[src/rtl/sprite_blitter.sv]
// Sprite blit engine: streams a rectangular sprite from a sync-read ROM into the framebuffer write port.
// Optional colour-key transparency is enabled by defining SPRITE_BLITTER_TRANSPARENCY_EN.
module sprite_blitter #(
    parameter int DATA_WIDTH    = 12,
    parameter int ADDR_WIDTH    = 14,
    parameter int FB_ADDR_WIDTH = 17,
    parameter int FB_WIDTH      = 320,
    parameter int FB_HEIGHT     = 240,
    parameter logic [DATA_WIDTH-1:0] KEY_COLOR = 12'h0F0
) (
    input  logic                     clk,
    input  logic                     reset,
    input  logic                     start,
    input  logic [ADDR_WIDTH-1:0]    src_base,
    input  logic [7:0]               spr_w,
    input  logic [7:0]               spr_h,
    input  logic [8:0]               dst_x,
    input  logic [7:0]               dst_y,
    output logic                     busy,
    output logic                     done,
    output logic [ADDR_WIDTH-1:0]    rom_addr,
    input  logic [DATA_WIDTH-1:0]    rom_data,
    output logic [FB_ADDR_WIDTH-1:0] fb_addr,
    output logic [DATA_WIDTH-1:0]    fb_data,
    output logic                     fb_we
);

    typedef enum logic [1:0] {IDLE, RUN, DRAIN, DONE} state_t;

    state_t state, state_next;

    logic [7:0] w_q, h_q, col, row, p_col, p_row;
    logic [8:0] x_q;
    logic [7:0] y_q;
    logic       p_vld;
    logic       drain_cnt;
    logic       zero_pend;
    logic       last, zero_cmd, skip, in_bounds;
    logic [9:0] xs;
    logic [8:0] ys;
    logic [17:0] lin;

    assign zero_cmd = (spr_w == 8'd0) || (spr_h == 8'd0);
    assign last     = (col == w_q - 8'd1) && (row == h_q - 8'd1);

    always_ff @(posedge clk) begin
        if (reset) state <= IDLE;
        else       state <= state_next;
    end

    // A zero-size command spends one silent cycle in DONE (zero_pend) before pulsing done.
    always_comb begin
        state_next = state;
        case (state)
            IDLE:  if (start) state_next = zero_cmd ? DONE : RUN;
            RUN:   if (last) state_next = DRAIN;
            DRAIN: if (drain_cnt) state_next = DONE;
            DONE:  if (!zero_pend) state_next = IDLE;
            default: state_next = IDLE;
        endcase
    end

    assign busy = (state == RUN) || (state == DRAIN);
    assign done = (state == DONE) && !zero_pend;

    // Addresses are row-major and contiguous, so the ROM address simply increments.
    always_ff @(posedge clk) begin
        if (reset) begin
            w_q       <= '0;
            h_q       <= '0;
            x_q       <= '0;
            y_q       <= '0;
            col       <= '0;
            row       <= '0;
            rom_addr  <= '0;
            drain_cnt <= 1'b0;
            zero_pend <= 1'b0;
        end else begin
            case (state)
                IDLE: if (start) begin
                    w_q       <= spr_w;
                    h_q       <= spr_h;
                    x_q       <= dst_x;
                    y_q       <= dst_y;
                    col       <= '0;
                    row       <= '0;
                    drain_cnt <= 1'b0;
                    zero_pend <= zero_cmd;
                    if (!zero_cmd) rom_addr <= src_base;
                end
                RUN: if (!last) begin
                    rom_addr <= rom_addr + 1'b1;
                    if (col == w_q - 8'd1) begin
                        col <= '0;
                        row <= row + 8'd1;
                    end else begin
                        col <= col + 8'd1;
                    end
                end
                DRAIN: drain_cnt <= drain_cnt + 1'b1;
                DONE:  zero_pend <= 1'b0;
                default: ;
            endcase
        end
    end

    assign xs  = {1'b0, x_q} + {2'b00, p_col};
    assign ys  = {1'b0, y_q} + {1'b0, p_row};
    assign lin = 18'(ys) * 18'(FB_WIDTH) + 18'(xs);
    assign in_bounds = (xs < 10'(FB_WIDTH)) && (ys < 9'(FB_HEIGHT));

`ifdef SPRITE_BLITTER_TRANSPARENCY_EN
    assign skip = (rom_data == KEY_COLOR);
`else
    assign skip = 1'b0;
`endif

    // p_* lines up a pixel's coordinates with the cycle its rom_data is valid.
    always_ff @(posedge clk) begin
        if (reset) begin
            p_vld   <= 1'b0;
            p_col   <= '0;
            p_row   <= '0;
            fb_we   <= 1'b0;
            fb_addr <= '0;
            fb_data <= '0;
        end else begin
            p_vld <= (state == RUN);
            p_col <= col;
            p_row <= row;
            fb_we <= p_vld && in_bounds && !skip;
            if (p_vld) begin
                fb_addr <= FB_ADDR_WIDTH'(lin);
                fb_data <= rom_data;
            end
        end
    end

endmodule
[config.mk]
export PLATFORM = sky130hd
export DESIGN_NAME = sprite_blitter
export DESIGN_NICKNAME = d
export VERILOG_FILES = /design/src/rtl/sprite_blitter.sv
export SDC_FILE = /design/constraint.sdc
export NUM_CORES = 1
export LEC_CHECK = 0
export BUFFER_PORTS_ARGS = -buffer_cell sky130_fd_sc_hd__clkbuf_2
export CORE_UTILIZATION = 55
export DETAILED_ROUTE_END_ITERATION = 10
export HOLD_SLACK_MARGIN = 0.02
export PLACE_DENSITY = 0.89
export SYNTH_ARGS = -nofsm -noshare
export SYNTH_HDL_FRONTEND = slang
export SYNTH_SLANG_ARGS = --single-unit
[constraint.sdc]
create_clock -name clk -period 4.65 [get_ports clk]
set_clock_uncertainty 0.05 [all_clocks]
set_input_delay 0.6975 -clock clk [delete_from_list [all_inputs] [get_ports clk]]
set_output_delay 0.6975 -clock clk [all_outputs]
set_load 0.02 [all_outputs]
==> impl_metrics.ini, run 1 <==
[critical_path]
critical_path.max_stage_delay_ps = 530
setup.reg_to_reg.worst_slack_ps = 190
crit_path_cell_trace = ha_1, fa_1, a21o_1, a21oi_2, o21bai_1, a21oi_2, xnor2_2, xor2_1, ha_1, or2_2, o311a_1, or4b_1, a311oi_2, and4bb_2, xor2_1, mux2i_1, o21ai_0
standard_cell_with_the_maximum_stage_delay_on_the_critical_path = sky130_fd_sc_hd__or4b_1
setup.worst_path.end_class = flip-flop
timing.critical_path.buf_inv = 0
critPathArrivalTime_ps = 4650
cp_max_fo = 4
criticalPathCategory = reg2reg
kind_of_launch_point_of_the_worst_setup_path = flip-flop
cp_data_required_time_ps = 4850
critical_path.top_delay_family = compound AO/OA/AOI/OAI gates

[global_route]
grt_use_met2_pct = 43.0
grt.overflow.total = 0
grt_util_overall_pct = 25.3
busiest_metal_layer_after_global_routing = met2
use_met1_pct = 31.1
vias_in_the_first_global_route = 5279
use_met3_pct = 5.39
grt_max_degree = 88
grt_antenna_before_repair = 0
global_route_wire_length_before_repair_um = 23800

[placed_design]
dp_slack_ps = 157
hpwl_after_detailed_placement_um = 9560
routabilityCongestion = 0.852
cell_count_after_placement = 968
port_buffers = 107

[floorplan]
die_h_um = 110
die-width_um = 110
floorplan.io_pins = 108
design.die.area_um2 = 12000
core-area_um2 = 11100
placement_rows = 38
initial_core_util_pct = 57.5

[yosys]
synth_seq_cells = 114
postSynthAreaPerCell_um2 = 8.49
ys_dominant_reg_cell = sky130_fd_sc_hd__dfxtp_1
synth_cell_types = 61
most_common_library_cells_after_synthesis = sky130_fd_sc_hd__dfxtp_1 (114), sky130_fd_sc_hd__nand2_1 (95), sky130_fd_sc_hd__nor2_1 (74)
synth_top_cell_by_area = sky130_fd_sc_hd__dfxtp_1
ys_seq_area_share_pct = 35.8
yosysTopAreaCellShare_pct = 35.8
synth_most_common_cell = sky130_fd_sc_hd__dfxtp_1
synth_warnings = 0
postSynthCellCount = 751
synth-edff-count = 0
mappedNetlistNets = 856
synth.top_cells.by_area = sky130_fd_sc_hd__dfxtp_1 (36%), sky130_fd_sc_hd__ha_1 (7.7%), sky130_fd_sc_hd__nand2_1 (5.6%), sky130_fd_sc_hd__a21oi_1 (5.6%), sky130_fd_sc_hd__xnor2_1 (4.5%)
mappedNetlistArea_um2 = 6370
synthArstFlopShare_pct = 0

[routing]
num_vias = 5535
wl_per_cell_um = 14.3
drt_pre_antenna_iters = 4
route.final.wire_length_um = 14300
ant_nets = 0
detail_route.iter0.violations = 303
detail_route.vias_per_cell = 5.54
drc_errors = 0

[clocking]
insertion_delay_ps = 410
cts_tree = done
root_buffer = sky130_fd_sc_hd__clkbuf_16
clock_pin_slew_on_the_worst_setup_and_hold_paths_ps = 50
max-clock-path-buffers = 2
clock_tree.htree_level_count = 4
holdBufCountCts = 0
number_of_clock_buffers_inserted_by_tritoncts = 17
count_of_clock_tree_sinks = 114

[layout]
finish.cell_count_without_fillers = 999
number_of_antenna_diodes = 0
area.growth.synth_to_final_pct = 19.8
layout.nets = 952
filler_instances = 874
drive_above_1_share_pct = 19.7

[sta]
fin_hold_ws_ps = 407
max-slew-margin-rel_pct = 30.0
timing.final.crit_share_pct = 95.8
hold_viol_final = 0
period_minus_slack_ps = 4460
worst_slack_ps = 194
achievable-frequency_ghz = 0.224
worst_slew_pin_slew_ps = 1050
timing.final.setup_violations = 0
number_of_pins_exceeding_their_max_slew_limit_in_the_final_report = 0

[worst_hold_path]
worst_hold_path_type = reg2reg

[run]
timing.max_cap.violations = 0

[status]
outcome = finished, final reports clean

[power_and_ir_drop]
total_power_after_layout_mw = 4.15
power_leakage_nw = 3.27
power.ir.vdd_worst_v = 0.000402
power-per-cell-area_nw_per_um2 = 543
[cells in the final DEF, fill, tap and decap left out, types with 17 or more instances in the layout]
cell,count
sky130_fd_sc_hd__mux2i_1,24
sky130_fd_sc_hd__clkbuf_16,17
sky130_fd_sc_hd__a211oi_1,17
sky130_fd_sc_hd__nor3_1,24
sky130_fd_sc_hd__nor2b_1,22
sky130_fd_sc_hd__nand2_1,95
sky130_fd_sc_hd__nor2_1,74
sky130_fd_sc_hd__inv_1,24
sky130_fd_sc_hd__o21ai_0,21
sky130_fd_sc_hd__xnor2_1,32
sky130_fd_sc_hd__a21oi_1,69
sky130_fd_sc_hd__xor2_1,25
sky130_fd_sc_hd__nand3_1,20
sky130_fd_sc_hd__ha_1,39
sky130_fd_sc_hd__clkbuf_2,106
sky130_fd_sc_hd__dfxtp_1,113
[path summary, 6_finish.rpt]
check / cells after the start / end / from
max: 17 / fb_addr[16]$_SDFFE_PP0P_ / y_q[0]$_SDFFE_PP0P_
min: 2 / y_q[7]$_SDFFE_PP0P_ / y_q[7]$_SDFFE_PP0P_
max reg2reg: 17 / fb_addr[16]$_SDFFE_PP0P_ / y_q[0]$_SDFFE_PP0P_
min reg2reg: 2 / y_q[7]$_SDFFE_PP0P_ / y_q[7]$_SDFFE_PP0P_
[stage by stage]
stage | setup TNS, ps | instance area [µm²] | utilization, %
after global routing | -17.6 | 7630 | 68.9
after CTS | 0 | 7610 | 68.7
after global placement | 0 | 6950 | 62.7
final | 0 | 7630 | 68.9
after detailed placement | 0 | 6950 | 62.7
after floorplan | 0 | 6370 | -
[worst register-to-register path: stages (launching register included)]
cell and delay [ps]:
sky130_fd_sc_hd__dfxtp_1 320, sky130_fd_sc_hd__ha_1 220, sky130_fd_sc_hd__fa_1 410, sky130_fd_sc_hd__a21o_1 180
sky130_fd_sc_hd__a21oi_2 160, sky130_fd_sc_hd__o21bai_1 90, sky130_fd_sc_hd__a21oi_2 210, sky130_fd_sc_hd__xnor2_2 170
sky130_fd_sc_hd__xor2_1 180, sky130_fd_sc_hd__ha_1 290, sky130_fd_sc_hd__or2_2 330, sky130_fd_sc_hd__o311a_1 150
sky130_fd_sc_hd__or4b_1 530, sky130_fd_sc_hd__a311oi_2 260, sky130_fd_sc_hd__and4bb_2 270, sky130_fd_sc_hd__xor2_1 160
sky130_fd_sc_hd__mux2i_1 200, sky130_fd_sc_hd__o21ai_0 100
[layout make-up]
class	count	area (µm²)	share of cell area, %
tap	140	175	2.30
inverter	24	90.1	1.18
sequential	114	2280	29.9
multi-input combinational	579	3850	50.5
clock buffer	20	457	5.98
timing repair buffer	111	568	7.44
clock inverter	11	208	2.72
[state kept, by name, summed over array words and instances (netlist names)]
name,flops
p_vld,1
y_q,8
fb_we,1
rom_addr,14
fb_data,12
row,8
h_q,8
x_q,9
p_col,8
fb_addr,17
col,8
zero_pend,1
w_q,8
p_row,8
drain_cnt,1
state,2
[power breakdown]
group	total, mW	switching (mW)	internal (mW)	leakage, nW
combinational	1.40	0.875	0.522	2.01
sequential	1.29	0.157	1.14	0.929
clock	1.45	0.428	1.02	0.326
total	4.15	1.46	2.68	3.27
[cell families (layout without fill, tap and decap cells)]
logic type,count (synthesis),after routing,synth area share [%]
and+or+nand+nor,296,296,23.3
AOI/OAI and AO/OA,157,157,16.0
DFF,114,114,35.8
xor gates and xnor gates,58,58,7.97
buffers and inverters,58,166,4.10
adders and majority gates,43,43,8.91
muxes,25,25,3.95
[metal layers]
metal,wire length [µm],vias to the layer above
met4,247,0
met3,612,22
met1,6390,2553
met2,7050,149
li1,-,2811
met5,0,-
[repair_timing]
action / in CTS / in global routing
setup endpoints to repair: 0 / 1
setup buffers: 0 / 0
resized for setup: 0 / 4
(Power assumes the default switching activity.)
==> run 2: changes to the inputs <==
- PLACE_DENSITY: 0.89 -> 0.76
- RECOVER_POWER: default -> 50
- SLEW_MARGIN: default -> 30
==> run 2 against run 1 <==
  * Cell area decreased by 2.1%
  * Sequential share of layout area is 0.62 points higher
  * Routed wire length fell by 3.8%
  * Sequential cell count unchanged
  * Cell count shrank 0.10%
  * Total power shrank 6.5%
  * Highest routed layer unchanged
  * The run now ends with max-capacitance violations, max-slew violations left
  * Worst hold slack improved by 1.1 ps
  * Critical endpoint unchanged
  * Combinational power down 5%
  * Global-route usage down 1.3 points
  * First-iteration DRC count shrank 16%
  * Via count shrank 1.2%
  * Clock power down 15%
==> impl_metrics.ini, run 2 (same netlist as run 1, synthesis figures left out) <==
[layout]
finish.cell_count_without_fillers = 998
layout.nets = 950
largest-register = fb_addr
layout_commonest_cell = sky130_fd_sc_hd__dfxtp_1
number_of_antenna_diodes = 0
multi_input_area_um2 = 3860
registers_with_the_most_flip_flops = fb_addr x17, rom_addr x14, fb_data x12
drive_above_1_share_pct = 14.7
largest_register_ff_count = 17
mostFrequentLayoutCells = sky130_fd_sc_hd__dfxtp_1 (114), sky130_fd_sc_hd__nand2_1 (94), sky130_fd_sc_hd__nor2_1 (74)
sequential_cell_area_um2 = 2280
filler_instances = 901
area.growth.synth_to_final_pct = 17.2

[floorplan]
die_h_um = 110
initial_core_util_pct = 57.5
placement_rows = 38
design.die.area_um2 = 12000
die-width_um = 110
floorplan.io_pins = 108
core-area_um2 = 11100

[sta]
timing.final.crit_share_pct = 93.3
worst_slack_ps = 313
rsz0062_at_grt = no
period_minus_slack_ps = 4340
hold_viol_final = 0
achievable-frequency_ghz = 0.231
tns_ps = 0
max-slew-margin-rel_pct = -12.7
worst_slew_pin_slew_ps = 1690
number_of_pins_exceeding_their_max_slew_limit_in_the_final_report = 38
timing.final.setup_violations = 0

[global_route]
grt_use_met2_pct = 41.5
use_met1_pct = 29.3
grt.overflow.total = 0
busiest_metal_layer_after_global_routing = met2
grt_max_degree = 88
global_route_wire_length_before_repair_um = 22600
grt_util_overall_pct = 24.0
vias_in_the_first_global_route = 5105
use_met3_pct = 5.22
grt_antenna_before_repair = 0

[routing]
num_vias = 5468
route.final.wire_length_um = 13800
wl_per_cell_um = 13.8
detail_route.iter0.violations = 256
drc_errors = 0
drt_pre_antenna_iters = 4
detail_route.vias_per_cell = 5.48
ant_nets = 0

[placed_design]
cell_count_after_placement = 966
port_buffers = 107
hpwl_after_detailed_placement_um = 9870
routabilityCongestion = 0.857
dp_slack_ps = 135

[clocking]
cts_tree = done
post_cts.repair.setup_buffers = 0
clock_pin_slew_on_the_worst_setup_and_hold_paths_ps = 60
max-clock-path-buffers = 2
insertion_delay_ps = 410
root_buffer = sky130_fd_sc_hd__clkbuf_16
number_of_clock_buffers_inserted_by_tritoncts = 17
cts_resized = 0
clock_tree.htree_level_count = 4
holdBufCountCts = 0
count_of_clock_tree_sinks = 114

[critical_path]
r2r_start = p_row[0]$_SDFF_PP0_
cp_max_fo = 4
setup.reg_to_reg.worst_slack_ps = 310
crit_path_cell_trace = ha_1, fa_1, a21o_1, a21oi_2, o21bai_1, a21oi_2, xnor2_2, xor2_1, ha_1, or2_2, o311a_1, or4b_4, a311oi_1, and4bb_2, xor2_2, mux2i_1, o21ai_0
setup.worst_path.end_class = flip-flop
criticalPathCategory = reg2reg
cp_data_required_time_ps = 4860
setup.worst_path.end = fb_addr[16]$_SDFFE_PP0P_
worstSetupStartpoint = p_row[0]$_SDFF_PP0_
reg2reg_to = fb_addr[16]$_SDFFE_PP0P_
standard_cell_with_the_maximum_stage_delay_on_the_critical_path = sky130_fd_sc_hd__or4b_4
reg2reg_depth = 17
kind_of_launch_point_of_the_worst_setup_path = flip-flop
critical_path.max_stage_delay_ps = 500
critPathArrivalTime_ps = 4550

[power_and_ir_drop]
power-per-cell-area_nw_per_um2 = 519
power.ir.vdd_worst_v = 0.000384
total_power_after_layout_mw = 3.88
power_leakage_nw = 3.05

[status]
failing_checks = max-capacitance violations, max-slew violations
outcome = complete, but fails checks

[run]
timing.max_cap.violations = 1

[worst_hold_path]
worst_hold_path_type = reg2reg
## run 2: changes by cell type in the layout (fill, tap and decap cells not counted), moves of 2 or more
cell / delta
sky130_fd_sc_hd__inv_6: +2
sky130_fd_sc_hd__bufinv_16: -5
sky130_fd_sc_hd__buf_4: -3
sky130_fd_sc_hd__clkinv_4: +6
sky130_fd_sc_hd__clkinv_2: -2
sky130_fd_sc_hd__clkbuf_2: -44
sky130_fd_sc_hd__clkinvlp_4: +2
sky130_fd_sc_hd__clkbuf_1: +44
## run 2: worst max-delay path, delay by kind of cell (launching register included)
| family | cells | cell delay [ps] |
|---|---|---|
| simple gates | 3 | 1110 |
| flops | 1 | 300 |
| xor+xnor | 3 | 480 |
| mux | 1 | 170 |
| fa+ha+maj | 3 | 910 |
| compound gates | 7 | 1140 |
## run 2: layer usage
layer  vias up  part of all wire [%]
met1      2525                    46
met5         -                     0
met3        18                   3.1
li1       2815                     -
met2       110                    49
met4         0                   1.4
## run 2: final cells by class
class | instances | area share [%]
multi-input combinational | 579 | 51.6
clock buffer | 18 | 5.88
tap | 140 | 2.34
inverter | 24 | 1.21
sequential | 114 | 30.5
timing repair buffer | 109 | 6.62
clock inverter | 14 | 1.78
## run 2: worst min path at each step
stage | start | to | cells past startpoint
floorplan | x_q[0]$_SDFFE_PP0P_ | x_q[0]$_SDFFE_PP0P_ | 2
global placement | x_q[7]$_SDFFE_PP0P_ | x_q[7]$_SDFFE_PP0P_ | 2
detailed placement | y_q[3]$_SDFFE_PP0P_ | y_q[3]$_SDFFE_PP0P_ | 2
CTS | y_q[3]$_SDFFE_PP0P_ | y_q[3]$_SDFFE_PP0P_ | 2
global route | y_q[3]$_SDFFE_PP0P_ | y_q[3]$_SDFFE_PP0P_ | 2
finish | y_q[3]$_SDFFE_PP0P_ | y_q[3]$_SDFFE_PP0P_ | 2
## run 2: where the power goes
group	internal (mW)	switching (mW)	leakage, nW	total (mW)
registers	1.14	0.178	0.928	1.31
logic	0.500	0.832	1.85	1.33
clock network	0.752	0.480	0.273	1.23
total	2.39	1.49	3.05	3.88
## run 2: metrics by stage
step	area (µm²)	utilization [%]	hold slack, ps
global placement	6930	62.6	396
detailed placement	6930	62.6	405
global route	7470	67.4	436
CTS	7500	67.7	412
finish	7470	67.4	408
floorplan	6370	-	390
==> run 3: changes to the inputs <==
- PLACE_DENSITY: 0.76 -> default
- PLACE_DENSITY_LB_ADDON: default -> 0.08
- RECOVER_POWER: 50 -> default
==> run 3 against run 2 <==
  * Global-route usage fell by 0.14 points
  * Non-clock buffer count is the same
  * Sequential cell count unchanged
  * Sequential power hardly changed
  * The run now ends clean
  * Largest power group unchanged
  * Register-to-register slack gained 20 ps
  * Routed wire length barely moved
  * Clock power barely moved
  * Worst hold slack worse by 1.1 ps
  * Critical endpoint unchanged
  * Fmax rose by 0.36%
  * Die area stayed put
  * Core utilization rose by 0.36 points
  * Highest routed layer unchanged
  * Critical path depth is the same
==> impl_metrics.ini, run 3 (same netlist as run 1, synthesis figures left out) <==
[sta]
fin_hold_ws_ps = 407
timing.final.setup_violations = 0
achievable-frequency_ghz = 0.231
tns_ps = 0
number_of_pins_exceeding_their_max_slew_limit_in_the_final_report = 0
timing.final.crit_share_pct = 92.9
hold_viol_final = 0
rsz0062_at_grt = no
max-slew-margin-rel_pct = 37.5
worst_slew_pin_slew_ps = 938
period_minus_slack_ps = 4320

[critical_path]
r2r_start = y_q[0]$_SDFFE_PP0P_
setup.worst_path.end_class = flip-flop
critPathArrivalTime_ps = 4550
reg2reg_to = fb_addr[16]$_SDFFE_PP0P_
kind_of_launch_point_of_the_worst_setup_path = flip-flop
reg2reg_depth = 17
criticalPathCategory = reg2reg
cp_max_fo = 4
cp_data_required_time_ps = 4870
setup.reg_to_reg.worst_slack_ps = 330

[layout]
registers_with_the_most_flip_flops = fb_addr x17, rom_addr x14, fb_data x12
finish.cell_count_without_fillers = 997
number_of_antenna_diodes = 0
largest-register = fb_addr
drive_above_1_share_pct = 20.0
layout_commonest_cell = sky130_fd_sc_hd__dfxtp_1
final_area_um2 = 7510
area.growth.synth_to_final_pct = 17.9
largest_register_ff_count = 17
mostFrequentLayoutCells = sky130_fd_sc_hd__dfxtp_1 (113), sky130_fd_sc_hd__clkbuf_2 (106), sky130_fd_sc_hd__nand2_1 (94)
layout.nets = 950
final_core_utilization_pct = 67.8

[power_and_ir_drop]
power_leakage_nw = 3.21
power-per-cell-area_nw_per_um2 = 514
power.ir.vdd_worst_v = 0.000402

[clocking]
cts_tree = done
clock_pin_slew_on_the_worst_setup_and_hold_paths_ps = 50
post_cts.repair.setup_buffers = 0
insertion_delay_ps = 420
holdBufCountCts = 0
clock_tree.htree_level_count = 4
max-clock-path-buffers = 2
count_of_clock_tree_sinks = 114
root_buffer = sky130_fd_sc_hd__clkbuf_16
number_of_clock_buffers_inserted_by_tritoncts = 17
cts_resized = 0

[floorplan]
design.die.area_um2 = 12000
placement_rows = 38
die_h_um = 110
initial_core_util_pct = 57.5
die-width_um = 110
floorplan.io_pins = 108
core-area_um2 = 11100

[worst_hold_path]
worst_hold_path_type = reg2reg
start_point_of_the_worst_hold_path = y_q[7]$_SDFFE_PP0P_
hold_path_end = y_q[7]$_SDFFE_PP0P_
hold-path-cell-count = 2

[routing]
detail_route.iter0.violations = 226
drc_errors = 0
drt_pre_antenna_iters = 4
ant_nets = 0
route.final.wire_length_um = 13700
detail_route.vias_per_cell = 5.41
num_vias = 5398
wl_per_cell_um = 13.8

[global_route]
grt_util_overall_pct = 23.9
grt_antenna_before_repair = 0
vias_in_the_first_global_route = 5039
grt_max_degree = 68
global_route_wire_length_before_repair_um = 22500
grt.overflow.total = 0

[status]
outcome = finished, final reports clean

[placed_design]
routabilityCongestion = 0.855
place_area_um2 = 6930
hpwl_after_detailed_placement_um = 9830
port_buffers = 107
cell_count_after_placement = 966

[run]
timing.max_cap.violations = 0
run 3: worst max-delay path by stage:
| stage | depth (start not counted) | to | startpoint |
|---|---|---|---|
| 2_1_floorplan | 17 | fb_addr[16]$_SDFFE_PP0P_ | p_row[0]$_SDFF_PP0_ |
| 3_3_place_gp | 17 | fb_addr[16]$_SDFFE_PP0P_ | p_row[0]$_SDFF_PP0_ |
| 3_5_place_dp | 17 | fb_addr[16]$_SDFFE_PP0P_ | y_q[0]$_SDFFE_PP0P_ |
| 4_1_cts | 17 | fb_addr[16]$_SDFFE_PP0P_ | y_q[0]$_SDFFE_PP0P_ |
| 5_1_grt | 17 | fb_addr[16]$_SDFFE_PP0P_ | p_row[0]$_SDFF_PP0_ |
| 6_report | 17 | fb_addr[16]$_SDFFE_PP0P_ | y_q[0]$_SDFFE_PP0P_ |
run 3: worst max-delay path, cell delays in order (launching register included):
cell and delay [ps]:
sky130_fd_sc_hd__dfxtp_1 320, sky130_fd_sc_hd__ha_1 210, sky130_fd_sc_hd__fa_1 400, sky130_fd_sc_hd__a21o_1 180, sky130_fd_sc_hd__a21oi_2 180, sky130_fd_sc_hd__o21bai_1 110
sky130_fd_sc_hd__a21oi_2 190, sky130_fd_sc_hd__xnor2_2 160, sky130_fd_sc_hd__xor2_1 180, sky130_fd_sc_hd__ha_1 280, sky130_fd_sc_hd__or2_2 320, sky130_fd_sc_hd__o311a_1 140
sky130_fd_sc_hd__or4b_4 500, sky130_fd_sc_hd__a311oi_2 230, sky130_fd_sc_hd__and4bb_2 290, sky130_fd_sc_hd__xor2_2 140, sky130_fd_sc_hd__mux2i_1 180, sky130_fd_sc_hd__o21ai_0 100
run 3: stage by stage:
| step | total power [mW] | setup WS [ps] |
|---|---|---|
| floorplan | 2.38 | 495 |
| global route | 4.09 | 30.4 |
| finish | 3.86 | 329 |
| detailed placement | 2.67 | 185 |
| CTS | 3.88 | 117 |
| global placement | 2.62 | 301 |
run 3: layer usage:
| layer | routed length (µm) | global-route usage, % | up-vias |
|---|---|---|---|
| met4 | 218 | 9.43 | 0 |
| met3 | 488 | 4.92 | 22 |
| met1 | 6410 | 28.1 | 2464 |
| met5 | 0 | 0 | - |
| met2 | 6620 | 42.4 | 107 |
| li1 | - | - | 2805 |
run 3: area by class of cell:
type / count / area [µm²]
clock buffers: 20 / 457
clock inverters: 11 / 88.8
fillers: 942 / 3570
inverters: 24 / 90.1
multi-input cells: 579 / 3860
flip-flops and latches: 114 / 2280
well taps: 140 / 175
repair buffers: 109 / 553
run 3: where the power goes:
group,internal [mW],leakage (nW),total (mW),switching (mW)
Combinational,0.515,2.01,1.35,0.831
Sequential,1.14,0.929,1.32,0.179
Clock,0.750,0.271,1.20,0.446
